==> config.mk <==
export PLATFORM = sky130hd
export DESIGN_NAME = rr_arbiter4_flat
export DESIGN_NICKNAME = d
export VERILOG_FILES = /design/src/rtl/rr_arbiter4_if.sv /design/src/rtl/rr_arbiter4.sv /design/src/flat_wrapper.sv
export SDC_FILE = /design/constraint.sdc
export NUM_CORES = 1
export LEC_CHECK = 0
export ABC_AREA = 1
export BUFFER_PORTS_ARGS = -buffer_cell sky130_fd_sc_hd__buf_4
export CAP_MARGIN = 20
export CELL_PAD_IN_SITES_DETAIL_PLACEMENT = 0
export CELL_PAD_IN_SITES_GLOBAL_PLACEMENT = 1
export CORE_MARGIN = 4
export CORE_UTILIZATION = 43
export CTS_BUF_LIST = sky130_fd_sc_hd__clkbuf_4 sky130_fd_sc_hd__clkbuf_8
export DETAILED_ROUTE_END_ITERATION = 10
export GPL_TIMING_DRIVEN = 0
export PLACE_DENSITY_LB_ADDON = 0.05
export SYNTH_ARGS = -nofsm -noshare
export SYNTH_HDL_FRONTEND = slang
export SYNTH_SLANG_ARGS = --single-unit
==> constraint.sdc <==
create_clock -name clk -period 1.7 [get_ports clk]
set_input_delay 0.085 -clock clk [delete_from_list [all_inputs] [get_ports clk]]
set_output_delay 0.085 -clock clk [all_outputs]
set_load 0.02 [all_outputs]
==> src/rtl/rr_arbiter4_if.sv <==
// rtl/rr_arbiter4_if.sv - request/grant bundle between four clients and the arbiter
interface rr_arbiter4_if;
  logic [3:0] req;
  logic [3:0] gnt;
  logic [1:0] gnt_id;
  logic       busy;
  logic       timeout;

  modport master (
    input  req,
    output gnt,
    output gnt_id,
    output busy,
    output timeout
  );

  modport slave (
    output req,
    input  gnt,
    input  gnt_id,
    input  busy,
    input  timeout
  );
endinterface

==> src/rtl/rr_arbiter4.sv <==
// rtl/rr_arbiter4.sv - four-way round-robin arbiter with bounded hold and timeout lockout
module rr_arbiter4 #(
  parameter int HOLD_MAX = 16
) (
  input  logic          clk,
  input  logic          rst,
  rr_arbiter4_if.master bus
);

  localparam logic [7:0] HOLD_LAST = 8'(HOLD_MAX - 1);

  typedef enum logic {
    IDLE,
    GRANT
  } state_t;

  state_t     state_q;
  logic [1:0] last_q;
  logic [7:0] hold_cnt_q;
  logic [3:0] blocked_q;
  logic [3:0] blocked_d;
  logic [3:0] gnt_q;
  logic [1:0] gnt_id_q;
  logic       timeout_q;

  logic [3:0] elig;
  logic       win_vld;
  logic [1:0] win_idx;
  logic [1:0] cand;
  logic       force_rel;

  assign elig      = bus.req & ~blocked_q;
  assign force_rel = (state_q == GRANT) && bus.req[gnt_id_q] && (hold_cnt_q == HOLD_LAST);

  // Scan from farthest to nearest so the candidate right after last_q wins.
  always_comb begin
    win_vld = 1'b0;
    win_idx = last_q;
    cand    = '0;
    for (int k = 4; k >= 1; k--) begin
      cand = last_q + 2'(k);
      if (elig[cand]) begin
        win_vld = 1'b1;
        win_idx = cand;
      end
    end
  end

  // A lockout lifts as soon as the client lets go of its request.
  always_comb begin
    blocked_d = blocked_q & bus.req;
    if (force_rel) begin
      blocked_d[gnt_id_q] = 1'b1;
    end
  end

  always_ff @(posedge clk) begin
    if (rst) begin
      state_q    <= IDLE;
      last_q     <= 2'b11;
      hold_cnt_q <= '0;
      blocked_q  <= '0;
      gnt_q      <= '0;
      gnt_id_q   <= '0;
      timeout_q  <= 1'b0;
    end else begin
      timeout_q <= 1'b0;
      blocked_q <= blocked_d;
      case (state_q)
        IDLE: begin
          if (win_vld) begin
            state_q    <= GRANT;
            gnt_q      <= 4'b0001 << win_idx;
            gnt_id_q   <= win_idx;
            last_q     <= win_idx;
            hold_cnt_q <= '0;
          end
        end
        GRANT: begin
          if (!bus.req[gnt_id_q]) begin
            state_q <= IDLE;
            gnt_q   <= '0;
          end else if (force_rel) begin
            state_q   <= IDLE;
            gnt_q     <= '0;
            timeout_q <= 1'b1;
          end else begin
            hold_cnt_q <= hold_cnt_q + 8'd1;
          end
        end
        default: begin
          state_q <= IDLE;
          gnt_q   <= '0;
        end
      endcase
    end
  end

  assign bus.gnt     = gnt_q;
  assign bus.gnt_id  = gnt_id_q;
  assign bus.busy    = |gnt_q;
  assign bus.timeout = timeout_q;

endmodule

==> src/flat_wrapper.sv <==
// flat-port wrapper written by rule: the top's interface ports become plain ports
module rr_arbiter4_flat 
#(
  parameter int HOLD_MAX = 16
)
  (clk, rst, bus_req, bus_gnt, bus_gnt_id, bus_busy, bus_timeout);
  rr_arbiter4_if bus_i ();
  input  logic clk;
  input  logic rst;
  input wire logic [$bits(bus_i.req)-1:0] bus_req;
  output wire logic [$bits(bus_i.gnt)-1:0] bus_gnt;
  output wire logic [$bits(bus_i.gnt_id)-1:0] bus_gnt_id;
  output wire logic [$bits(bus_i.busy)-1:0] bus_busy;
  output wire logic [$bits(bus_i.timeout)-1:0] bus_timeout;
  assign bus_i.req = bus_req;
  assign bus_gnt = bus_i.gnt;
  assign bus_gnt_id = bus_i.gnt_id;
  assign bus_busy = bus_i.busy;
  assign bus_timeout = bus_i.timeout;
  rr_arbiter4 #(.HOLD_MAX(HOLD_MAX)) u_core (.clk(clk), .rst(rst), .bus(bus_i));
endmodule
Word-level counts from Yosys, hierarchy flattened
Cells that the tools add are included.
{ "classes": {"add_sub_neg": 4, "n_lt_le_gt_ge": 6, "eq_ne": 5, "shift": 1, "mux": 33, "n_bitwise": 6, "reduce_logical": 8} }
{ "op_table": {"columns": ["cell", "count"], "rows": [
  ["$mux 8", 3],
  ["$mux 4", 4],
  ["$pmux 8 s2", 1],
  ["$lt 2x3->1 const B", 5],
  ["$mux 1", 14],
  ["$bmux 1 s2", 5],
  ["$add 8x1->8 const B", 1],
  ["$and 4x4->4", 2],
  ["$eq 8x4->1 const B", 1],
  ["$pmux 4 s2", 1],
  ["$mux 2", 3],
  ["$add 2x2->2 const B", 2],
  ["$ne 2x2->1 const B", 2],
  ["$not 4->4", 1],
  ["$or 4x4->4", 1],
  ["$reduce_and 2->1", 2],
  ["$reduce_or 4->1", 1],
  ["$shl 1x2->4 const A", 1],
  ["$logic_and 1x1->1", 3],
  ["$ne 3x3->1 const B", 1],
  ["$reduce_and 3->1", 1],
  ["$reduce_or 3->1", 1],
  ["$add 2x1->2 const B", 1],
  ["$demux 1 s2", 1],
  ["other kinds (4)", 5]
]} }
{ "totals": {"regBits": 22, "inputBits": 6, "output_inout_bits": 8, "elab_cells": 70} }

Longest topological paths before layout
{ "logic_depth": {"ltp_word": 10, "mapped_depth": 13, "ltp_nobuf": 12} }

Worst setup path before layout
Ideal clock, no wire load.
{ "synth_path": {"path_type": "reg-to-reg", "from": "reg u_core.hold_cnt_q[0]", "to": "reg u_core.hold_cnt_q[3]", "setup_time_ns": 0.115, "arrival_ns": 1.407, "required_ns": 1.585, "path_slack_ns": 0.178, "path_stages_with_launch": 10, "n_path_buf": 1, "period_less_slack_ns": 1.522, "cell_sequence": "dfxtp_1 > ha_1 > nand2_1 > nor2_8 > nand3_1 > nand3_2 > nand2_4 > buf_6 > a21oi_1 > nor2_1"} }
{ "synth_via": {"elab_chain_len": 4, "elab_cells_between_ends": 8, "classes_between": "add/sub (1); eq/ne (2); mux (3); reduce/logical (2)"} }
{ "synth_rtl": {"columns": ["item", "line_no", "source"], "rows": [
  ["start, declared", "rr_arbiter4.sv:19", "logic [7:0] hold_cnt_q;"],
  ["start signal, assigned", "rr_arbiter4.sv:88", "hold_cnt_q <= hold_cnt_q + 8'd1;"],
  ["$add 8x1->8 or $eq 8x4->1 (tied branches)", "rr_arbiter4.sv:88, rr_arbiter4.sv:33", null],
  ["$mux 8 or $logic_and 1x1->1 (tied branches)", "rr_arbiter4.sv:83, rr_arbiter4.sv:33", null],
  ["$mux 8 or $ne 2x2->1 (tied branches)", null, null],
  ["$pmux 8 s2 or $reduce_and 3->1 (tied branches)", null, null]
]} }
Parallel ways exist; a longest one is shown, timed or not. The select of a mux whose other input is x is not followed.
A chain may end at the register's enable or synchronous reset.

Worst setup path after layout
{ "layout_path": {"from": "reg u_core.hold_cnt_q[0]", "to": "reg u_core.hold_cnt_q[2]"} }
Same word-level chain as after synthesis.

==> flow_metrics.tcl <==
set metrics [dict create \
    vias_per_cell 5.28 \
    drive_gt1_share_pct 20.7 \
    diodes 0 \
    fin_worst_hold_slack_ps 44.1 \
    dieArea_um2 3890 \
    start_util_pct 45.7 \
    cts.sinks 22 \
    path_class "reg -> reg" \
    die_width_um 62.3 \
    power_frac_seq_pct 28.6 \
    die_h_um 62.3 \
    place_area_um2 1410 \
    required_ps 1930 \
    power.switching_mw 1.19 \
    p_int_mw 1.40 \
    ant_nets 0 \
    synth-edff-count 0 \
    p_clk_share_pct 15.6 \
    worstSkewPairLatency_ps 310 \
    startpoint_type "flip-flop" \
    setup_violations 0 \
    relSlewSlack_pct 71.6 \
    synth-seq-area-share_pct 34.7 \
    h-tree-depth 1 \
    drv_cap 0 \
    syn_inst 180 \
    drc_errors 0 \
    rows 19 \
    final_hold_viol_count 0 \
    power_density_nw_per_um2 1730 \
    fmax_mhz 629 \
    core_area_um2 2780 \
    clockBufferDepth 2 \
    cts-buffers-inserted 3 \
    ys_warn_count 0 \
    grt_max_degree 14 \
    io_pins 14 \
    power.share.switching_pct 45.9 \
    syn_nets 187 \
    wire_per_inst_um 11.9 \
    clk_pin_slew_worst_paths_ps 130 \
    cts_tree "built" \
    fin_crit_ps 1590 \
    post-route-period-util_pct 93.5 \
    dp_hpwl_um 2070 \
    io_buffers 13 \
    num_vias 1210 \
    synth_ff_type "dfxtp_1" \
    grt_pass1_wl_um 4890 \
    synth_area_um2 1270 \
    synthToLayoutAreaGrowth_pct 17.5 \
    totalWireLength_um 2720 \
    status "complete, no violations" \
    post_synth_num_cell_types 32 \
    rsz0062_at_grt "true" \
    clock_tree.root_cell "clkbuf_4" \
    finish.instance_area_um2 1490 \
    grt_pass1_vias 1171 \
    cp-end-kind "flip-flop" \
    avgSynthCellArea_um2 7.06 \
    worstMarginPinSlew_ps 427 \
    clock_skew_ps 10.2 \
    hold_path.class "in -> reg" \
    power.leakage_nw 0.684 \
    post-cts-setup-buffers 0 \
    dr.pass1.iters 6 \
    yosys_register_bits 22 \
    place_congestion 0.778 \
    async_reset_ff_share_pct 0 \
    antenna_found_initial 0 \
    track_usage_pct 14.9 \
    final_util_pct 53.7 \
    first_iter_violations 41 \
    p_comb_share_pct 55.7 \
    grt-ovfl-total 0 \
    cp_max_fo 10 \
    fin_nets 206 \
    maxSlewViolCount 0 \
    peakVddDrop_mv 1.38 \
    critPathArrivalTime_ps 1820 \
]
-- power groups by stage --
| stage | logic (mW) | clock network (mW) | registers, mW |
|---|---|---|---|
| after floorplan | 0.977 | 0 | 0.803 |
| after global placement | 1.38 | 0 | 0.742 |
| after detailed placement | 1.41 | 0 | 0.743 |
| after CTS | 1.43 | 0.414 | 0.736 |
| after global routing | 1.62 | 0.441 | 0.753 |
| final | 1.44 | 0.404 | 0.740 |
-- kinds of logic after synthesis --
logic type               share of synthesized area, %
XOR/XNOR                                         2.76
adder cells (fa/ha/maj)                         0.985
buffers and inverters                            8.97
AND/OR/NAND/NOR                                  40.9
flip-flops                                       34.7
AO/OA/AOI/OAI                                    11.7
-- flip-flops by register name, summed over array words and instances (netlist names) --
name                count
u_core.blocked_q        4
u_core.bus.gnt          4
u_core.bus.gnt_id       2
u_core.bus.timeout      1
u_core.hold_cnt_q       8
u_core.last_q           2
u_core.state_q          1
-- worst paths after layout --
check	startpoint	endpoint	slack [ps]	cells past startpoint
hold / removal	bus_req[0]	u_core.blocked_q[0]	40	3
setup / recovery	u_core.hold_cnt_q[0]	u_core.hold_cnt_q[2]	110	9
hold reg to reg	u_core.blocked_q[0]	u_core.blocked_q[0]	480	2
setup reg to reg	u_core.hold_cnt_q[0]	u_core.hold_cnt_q[2]	110	9
-- metrics by stage --
step           total power [mW]  setup TNS [ps]  setup WS (ps)  std cells
6_report                   2.59               0            111        229
2_1_floorplan              1.78               0            178        180
5_1_grt                    2.81           -5.85          -5.85        229
3_3_place_gp               2.12               0           14.4        224
3_5_place_dp               2.15           -8.01          -7.28        224
4_1_cts                    2.58               0           18.5        229
-- worst max-delay path, cell delays in order, from the launching register on --
cell and delay, ps:
dfxtp_4 390, ha_2 190, nand2_1 120, nor2_8 150, nand3_2 130, nand3_4 130
nand2_4 70, buf_6 140, a21oi_1 120, nor2_1 60
-- layout by cell type, fill, tap and decap left out, types with 3 or more instances in the layout --
cell type and n:
nand2_1 47, nand3_1 23, inv_1 19, dfxtp_1 19
nor2_1 15, a21oi_1 13, buf_4 13, nand3_2 4
nand4_1 4, xor2_1 3, clkbuf_4 3
-- cell type report --
| cell class | count | area, µm² |
|---|---|---|
| Fill cell | 289 | 1290 |
| Multi-Input combinational cell | 133 | 733 |
| Sequential cell | 22 | 447 |
| Timing Repair Buffer | 14 | 108 |
| Inverter | 22 | 87.6 |
| Tap cell | 31 | 38.8 |
| Clock inverter | 1 | 30.0 |
| Buffer | 3 | 26.3 |
| Clock buffer | 3 | 22.5 |
-- routing by layer --
metal	share of wire [%]	global-route usage, %	vias up	wire [µm]
met3	3.1	2.88	2	85
met4	0.63	4.77	0	17
met5	0	0	-	0
met2	47	24.9	17	1280
li1	-	-	632	-
met1	49	19.0	559	1330
-- synth_stat cells (2+ instances only) --
cell | instances | area [µm²]
nand2_1 | 47 | 176
nand3_2 | 4 | 40.0
inv_2 | 2 | 7.51
nor2_1 | 16 | 60.1
inv_1 | 19 | 71.3
nand3_1 | 24 | 120
nand2_4 | 2 | 22.5
dfxtp_1 | 22 | 440
a21oi_1 | 13 | 65.1
xor2_1 | 3 | 26.3
o21ai_0 | 2 | 10.0
nand4_1 | 4 | 25.0
buf_6 | 2 | 22.5
o211ai_1 | 2 | 15.0
-- repair_timing --
item / CTS / global route
pin swaps: 0 / 1
cloned: 0 / 0
hold buffers: 1 / 0
endpoints found under the hold margin: 2 / 0
gates resized for setup: 3 / 5
endpoints found under the setup margin: 7 / 11
(Power assumes the default switching activity.)
